## src/rtl/writeback_buffer.sv

```systemverilog
// writeback_buffer: absorbs dirty-line write-backs from the victim cache,
// drains them downstream in order and forwards queued lines to L1 misses.
module writeback_buffer #(
  parameter int TAG_WIDTH  = 20,
  parameter int LINE_BYTES = 16,
  parameter int DEPTH      = 4
) (
  input  logic                    clk,
  input  logic                    rst_n,
  input  logic                    mem_req,
  input  logic                    mem_req_write,
  input  logic [TAG_WIDTH-1:0]    mem_req_tag,
  input  logic [LINE_BYTES*8-1:0] mem_req_wdata,
  output logic                    mem_resp_valid,
  output logic                    dn_valid,
  output logic [TAG_WIDTH-1:0]    dn_tag,
  output logic [LINE_BYTES*8-1:0] dn_wdata,
  input  logic                    dn_ready,
  input  logic                    lk_valid,
  input  logic [TAG_WIDTH-1:0]    lk_tag,
  output logic                    lk_resp_valid,
  output logic                    lk_hit,
  output logic [LINE_BYTES*8-1:0] lk_line,
  output logic                    full,
  output logic                    empty,
  output logic                    proto_err
);

  localparam int DW = LINE_BYTES * 8;
  localparam int AW = $clog2(DEPTH);
  localparam int CW = AW + 1;

  typedef enum logic [1:0] {
    IDLE = 2'd0,
    RESP = 2'd1,
    DROP = 2'd2
  } st_e;

  st_e                  st_q, st_d;
  logic [DEPTH-1:0]     vld_q, vld_d;
  logic [TAG_WIDTH-1:0] tag_q [DEPTH];
  logic [TAG_WIDTH-1:0] tag_d [DEPTH];
  logic [DW-1:0]        dat_q [DEPTH];
  logic [DW-1:0]        dat_d [DEPTH];
  logic [AW-1:0]        head_q, head_d;
  logic [AW-1:0]        tail_q, tail_d;
  logic [CW-1:0]        cnt_q, cnt_d;
  logic                 perr_q, perr_d;
  logic                 lkv_q, lkv_d;
  logic                 lkh_q, lkh_d;
  logic [DW-1:0]        lkl_q, lkl_d;

  logic          pop;
  logic          req_wr;
  logic          req_rd;
  logic          co_hit;
  logic [AW-1:0] co_idx;
  logic          acc_wr;
  logic          push;
  logic          coal;

  assign full   = (cnt_q == CW'(DEPTH));
  assign empty  = (cnt_q == '0);
  assign pop    = !empty && dn_ready;
  assign req_wr = (st_q == IDLE) && mem_req && mem_req_write;
  assign req_rd = (st_q == IDLE) && mem_req && !mem_req_write;
  assign acc_wr = req_wr && (co_hit || !full || pop);
  assign push   = acc_wr && !co_hit;
  assign coal   = acc_wr && co_hit;

  assign dn_valid  = !empty;
  assign dn_tag    = empty ? '0 : tag_q[head_q];
  assign dn_wdata  = empty ? '0 : dat_q[head_q];
  assign proto_err = perr_q;

  assign lk_resp_valid = lkv_q;
  assign lk_hit        = lkh_q;
  assign lk_line       = lkl_q;

  // Find a queued entry with the incoming tag that survives this cycle
  always_comb begin
    co_hit = 1'b0;
    co_idx = '0;
    for (int i = 0; i < DEPTH; i++) begin
      if (vld_q[i] && tag_q[i] == mem_req_tag &&
          !(pop && AW'(i) == head_q)) begin
        co_hit = 1'b1;
        co_idx = AW'(i);
      end
    end
  end

  // Accept FSM state register
  always_ff @(posedge clk or negedge rst_n) begin
    if (!rst_n) st_q <= IDLE;
    else        st_q <= st_d;
  end

  // Accept FSM next state: capture, acknowledge, wait for request drop
  always_comb begin
    st_d = st_q;
    unique case (st_q)
      IDLE:    if (req_rd || acc_wr) st_d = RESP;
      RESP:    st_d = DROP;
      DROP:    if (!mem_req) st_d = IDLE;
      default: st_d = IDLE;
    endcase
  end

  // Accept FSM outputs: single-cycle acknowledge
  always_comb begin
    mem_resp_valid = (st_q == RESP);
  end

  // FIFO next state: pop head, push tail or coalesce in place
  always_comb begin
    vld_d  = vld_q;
    tag_d  = tag_q;
    dat_d  = dat_q;
    head_d = head_q;
    tail_d = tail_q;
    perr_d = perr_q | req_rd;
    if (pop) begin
      vld_d[head_q] = 1'b0;
      head_d        = head_q + 1'b1;
    end
    if (push) begin
      vld_d[tail_q] = 1'b1;
      tag_d[tail_q] = mem_req_tag;
      dat_d[tail_q] = mem_req_wdata;
      tail_d        = tail_q + 1'b1;
    end
    if (coal) begin
      dat_d[co_idx] = mem_req_wdata;
    end
    cnt_d = cnt_q + {{(CW-1){1'b0}}, push}
                  - {{(CW-1){1'b0}}, pop};
  end

  // Lookup compares against the post-update contents
  always_comb begin
    lkv_d = lk_valid;
    lkh_d = 1'b0;
    lkl_d = '0;
    if (lk_valid) begin
      for (int i = 0; i < DEPTH; i++) begin
        if (vld_d[i] && tag_d[i] == lk_tag) begin
          lkh_d = 1'b1;
          lkl_d = dat_d[i];
        end
      end
    end
  end

  // Storage, pointers, sticky error and lookup result registers
  always_ff @(posedge clk or negedge rst_n) begin
    if (!rst_n) begin
      vld_q  <= '0;
      head_q <= '0;
      tail_q <= '0;
      cnt_q  <= '0;
      perr_q <= 1'b0;
      lkv_q  <= 1'b0;
      lkh_q  <= 1'b0;
      lkl_q  <= '0;
      for (int i = 0; i < DEPTH; i++) begin
        tag_q[i] <= '0;
        dat_q[i] <= '0;
      end
    end else begin
      vld_q  <= vld_d;
      head_q <= head_d;
      tail_q <= tail_d;
      cnt_q  <= cnt_d;
      perr_q <= perr_d;
      lkv_q  <= lkv_d;
      lkh_q  <= lkh_d;
      lkl_q  <= lkl_d;
      for (int i = 0; i < DEPTH; i++) begin
        tag_q[i] <= tag_d[i];
        dat_q[i] <= dat_d[i];
      end
    end
  end

endmodule

```

## config.mk

```make
export PLATFORM = sky130hd
export DESIGN_NAME = writeback_buffer
export DESIGN_NICKNAME = d
export VERILOG_FILES = /design/src/rtl/writeback_buffer.sv
export SDC_FILE = /design/constraint.sdc
export NUM_CORES = 2
export LEC_CHECK = 0
export CORE_MARGIN = 2
export CORE_UTILIZATION = 40
export CTS_CLUSTER_DIAMETER = 30
export DETAILED_ROUTE_END_ITERATION = 8
export HOLD_SLACK_MARGIN = 0.15
export PLACE_DENSITY_LB_ADDON = 0.2
export SYNTH_ARGS = -nofsm -noshare
export SYNTH_HDL_FRONTEND = slang
export SYNTH_SLANG_ARGS = --single-unit
export TNS_END_PERCENT = 100
```

## constraint.sdc

```tcl
create_clock -name clk -period 6.8 [get_ports clk]
set_input_delay 1.36 -clock clk [delete_from_list [all_inputs] [get_ports clk]]
set_output_delay 1.36 -clock clk [all_outputs]
set_load 0.02 [all_outputs]
```

# Yosys cells after proc, flatten, opt, wreduce, memory -nomap -nowiden
# Cells that the tools add are included.
# W data, S select, Z words.
dict set report totals {
  reg_bits 736
  latch_bits 0
  mem_bits_rw 0
  rom_bits 0
  input_bits 174
  output_inout_bits 283
  wordCells 141
  mem_count 0
}
dict set report op_classes {
  addsub 4
  n_mul 0
  div_mod_pow 0
  magnitude_cmp 9
  eq_ne 16
  n_shift 0
  mux 46
  bitwise_logic 7
  reduce_logical 42
}
# op count
set op_table {}
lappend op_table {{$mux W128} 10}
lappend op_table {{$bwmux W512} 2}
lappend op_table {{$mux W512} 2}
lappend op_table {{$demux W128 S2} 2}
lappend op_table {{$bmux W128 S2} 1}
lappend op_table {{$eq A20 B20 Y1} 8}
lappend op_table {{$bwmux W80} 1}
lappend op_table {{$mux W20} 4}
lappend op_table {{$mux W80} 1}
lappend op_table {{$bmux W20 S2} 1}
lappend op_table {{$demux W20 S2} 1}
lappend op_table {{$logic_and A1 B1 Y1} 27}
lappend op_table {{$mux W1} 12}
lappend op_table {{$ge A3 B3 Y1 const B} 3}
lappend op_table {{$not A2 Y3} 3}
lappend op_table {{$logic_not A1 Y1} 8}
lappend op_table {{$mux W2} 4}
lappend op_table {{$mux W4} 2}
lappend op_table {{$lt A2 B3 Y1 const B} 2}
lappend op_table {{$lt A3 B1 Y1 const B} 2}
lappend op_table {{$pmux W2 S3} 1}
lappend op_table {{$add A2 B1 Y2 const B} 2}
lappend op_table {{$and A4 B4 Y4} 1}
lappend op_table {{$demux W1 S2} 2}
lappend op_table {{17 further kinds} 22}

# Longest topological paths before layout
dict set report logic_depth {
  depth_word 22
  depth_mapped 22
}

# Least setup slack after synthesis
# No wires, ideal clock.
dict set report synth_timing {
  path_type {input-to-reg}
  from {input port mem_req_tag[5]}
  to {register lkl_q[100], in the netlist lk_line[100]}
  setup_time_ns 0.122
  t_arrival_ns 4.367
  t_required_ns 6.678
  setup_slack_ns 2.311
  path_stages 16
  path_buffers 5
  cell_sequence {clkbuf_1 xor2_1 nor4_1 nand4_1 and4_1 buf_6 nand3_4 buf_6 mux2_2 or2_2 o211ai_1 and4bb_4 buf_8 buf_6 a211o_1 a32o_1}
}
# item line
set synth_lines {}
lappend synth_lines {{from (decl)} 12} ;# input logic [TAG_WIDTH-1:0] mem_req_tag,
lappend synth_lines {{to (signal assigned)} 178} ;# lkl_q <= lkl_d;
lappend synth_lines {{to (decl)} 51} ;# logic [DW-1:0] lkl_q, lkl_d;

# Final worst setup path
dict set report layout_timing {
  from {input port mem_req_tag[19]}
  to {register lkl_q[38], in the netlist lk_line[38]}
}
dict set report layout_via {
  elab_chain_cells 19
  word_cells_on_any_way 50
}
# item line
set layout_lines {}
lappend layout_lines {{branches (longest 17 deep; another with $ge A3 B3 Y1)} --}
lappend layout_lines {{$mux W128 *} 147} ;# if (vld_d[i] && tag_d[i] == lk_tag) begin
lappend layout_lines {{$mux W128 *} 145} ;# if (lk_valid) begin
lappend layout_lines {{via lkl_d[38]} 51}
# Mark *: on every way through the listed nets, which the timed path passes.
# A chain may end at the register's enable or synchronous reset.

==> metrics.md <==
| Metric | Value |
|---|---|
| Most frequent cells in the layout | dfrtp_1, mux2_2, clkdlybuf4s50_1 |
| CP Class | input pin to register |
| Post-Route WL | 138,100 um |
| Worst-Skew Late Latency | 0.76 ns |
| Clock Sinks | 736 |
| Die X | 313.0 um |
| Buffers on Ports | 456 |
| Outcome | finished clean |
| Ports | 457 |
| Asr flop ratio synth | 100.0% |
| WL met1 | 57,080 um |
| Top FF cell, synth | dfrtp_1 |
| Wire length per cell | 28.84 um |
| Power Density | 510.5 nW/um^2 |
| Final Hold Vio Count | 0 |
| Number of synthesized flops with an enable pin | 0 |
| DRT antenna net count | 0 |
| H-tree depth | 4 |
| Clk_skew | 0.03511 ns |
| Area Overhead vs Synth | 33.20% |
| Max Fclk | 165.6 MHz |
| Sequential element share of the synthesized area | 48.24% |
| Pre-Repair DR Iteration Count | 5 |
| Post-synth top area share | 48.24% |
| Die span in y | 313.0 um |
| Vias | 27,956 |
| Startpoint types | input pin |
| DR iter-0 viols | 2,055 |
| Mapped Cells | 2,882 |
| Initial antenna violation count | 15 |
| Actual slew at the worst max-slew pin | 1.178 ns |
| Avg Cell Area, Syn | 13.25 um^2 |
| Setup Buffers After CTS | 0 |
| Area leader, netlist | dfrtp_1 |
| Seq cells post-synth | 736 |
| Final Cycle Share | 88.79% |
| Yosys warnings | 0 |
| Final setup TNS | 0 ns |
| DR vias/cell | 5.838 |
| Most common cell after layout, fill and taps aside | dfrtp_1 |
| Met3 WL | 10,180 um |
| Share of layout cells above drive strength 1 | 33.12% |
| Critical Path AT | 6.66 ns |
| RD Place Congestion | 0.9171 |
| Hold buffer count at CTS | 0 |
| CP Cell Sequence | clkdlybuf4s50_1, xor2_1, nor4_1, nand4_1, and4_1, and2_1, buf_12, mux2i_1, o22a_1, nand4_1, buf_12, buf_12, and3_1, a211o_1, a32o_1 |
| Delay-heaviest family, CP | simple AND/OR/NAND/NOR gates |
| Final worst path period need | 6.038 ns |
| Maximum VDD drop | 0.3151 mV |
| Post-Syn Nets | 3,067 |
| TritonCTS clock tree | built |
| Data required, critical path | 7.42 ns |
| GR Overflow Total | 0 |
| Final max-slew violation count | 0 |
| Post-CTS Resized | 0 |
| Buf/Inv on CP | 4 |
| Worst-path clk slew | 0.04 ns |
| CTS buffer count | 176 |
| Largest cells by area after synthesis | dfrtp_1, mux2_2, mux4_2 |
| # DRC | 0 |
| Synth cell types | 82 |
| Rel. slew slack | 21.43% |
| Worst Hold Class | register to register |
| Placed inst area | 44,840 um^2 |
| # rows | 113 |
| Cell area after synthesis | 38,180 um^2 |
| Vias in the first global route | 30,457 |
| Initial Utilization | 40.25% |
| Core Box Area | 94,870 um^2 |
| Root buf cell | clkbuf_16 |
| Worst path slowest cell | clkdlybuf4s50_1 |
| CTS max path bufs | 3 |
| Met2 routed WL | 67,220 um |
| Dpl hpwl | 87,600 um |
| Die area | 97,940 um^2 |
| Final instance area | 50,860 um^2 |
| First-pass GRT wire length | 205,700 um |
| Overall routing resource usage | 28.04% |
| Final setup vio count | 0 |
| CP endpoint kind | register |
| DR top layer | met5 |
| Filler Cell Count | 7,847 |
| # Max-Cap Violations | 0 |
| Pin count of the biggest net entering global routing | 174 |
| Static Leak | 22.92 nW |
| Crit path max fanout | 18 |
| RSZ-0062 raised after global routing | false |
| CP peak stage delay | 0.92 ns |
| NumNets Final | 3,566 |
| Crit path top cell by count | buf_12 |
metrics by stage:
stage	hold WS, ns	std cells	power, mW	utilization (%)	worst slack, ns
2_1_floorplan	0.4508	2882	13.32	-	2.311
3_3_place_gp	0.4390	4468	17.23	47.27	0.1144
3_5_place_dp	0.4524	4468	17.54	47.27	0.1574
4_1_cts	0.4619	4786	26.12	53.60	0.5138
5_1_grt	0.5011	4789	27.12	53.61	0.4066
6_report	0.4578	4789	25.96	53.61	0.7621
path summary, 6_finish.rpt:
kind | start | end | slack, ns | cells after the start
max reg2reg | head_q[1] | lk_line[38] | 1.45 | 16
min | proto_err | proto_err | 0.46 | 1
max | mem_req_tag[19] | lk_line[38] | 0.76 | 15
min reg2reg | proto_err | proto_err | 0.46 | 1
max in group asynchronous | rst_n | dat_q[295] | 4.59 | 2
min in group asynchronous | rst_n | tag_q[44] | 0.68 | 1
worst reg2reg max path: stages, from the launching register on:
cell and delay, ns:
dfrtp_4 0.92, ha_1 0.29, o311ai_0 0.35, nand2_1 0.28, nor3_1 0.11, nand4_1 0.25, and4_1 0.49, buf_4 0.20
and2_1 0.33, a211oi_1 0.14, a2111oi_2 0.40, nand4_1 0.36, buf_12 0.30, buf_12 0.20, and3_1 0.21, a211o_1 0.23
a32o_1 0.20
routing by layer:
metal	up-vias	global-route usage, %
li1	11824	-
met2	1082	45.99
met4	20	8.743
met5	-	0
met1	14788	36.40
met3	242	7.324
Yosys cell counts, drive strengths merged, types with 10 or more instances:
cell and number:
dfrtp 736, mux2 560, and2 154, mux4 148, clkbuf 136, and3 130
a211o 129, o21ba 128, buf 120, nand2 109, a32o 96, xor2 80
xnor2 59, inv 39, o2bb2ai 37, o21ai 26, nor4 22, nand4 21
nor3 14, nand2b 12, nand3 12, ha 10, mux2i 10, nor2 10
power breakdown:
part	switching, mW	total [mW]	internal [mW]	leakage (nW)
combinational	4.81	10.0	5.22	10.8
clock	2.65	8.46	5.81	2.92
sequential	1.33	7.48	6.15	9.24
cell families after synthesis:
| group | count (synthesis) | synth area share (%) |
|---|---|---|
| muxes | 718 | 25.52 |
| and+or+nand+nor | 509 | 7.694 |
| DFF | 736 | 48.24 |
| adders and majority gates | 11 | 0.3801 |
| buffers and inverters | 302 | 3.765 |
| xor gates and xnor gates | 139 | 3.188 |
| AOI/OAI and AO/OA | 467 | 11.22 |
layout make-up:
class | count | area [um^2] | share of cell area (%)
inverter | 41 | 161.4 | 0.3174
tap | 1265 | 1583 | 3.112
clock buffer | 233 | 4858 | 9.553
clock inverter | 85 | 1152 | 2.266
multi-input combinational | 1844 | 18430 | 36.24
sequential | 736 | 18430 | 36.23
timing repair buffer | 582 | 6242 | 12.27
antenna | 3 | 7.507 | 0.01476
state kept, by name, summed over array words and instances, names as in the netlist, 2 cells and up:
name	flops
cnt_q	3
dat_q	512
head_q	2
lk_line	128
st_q	2
tag_q	80
tail_q	2
vld_q	4
Power figures use the tool's default switching activity.
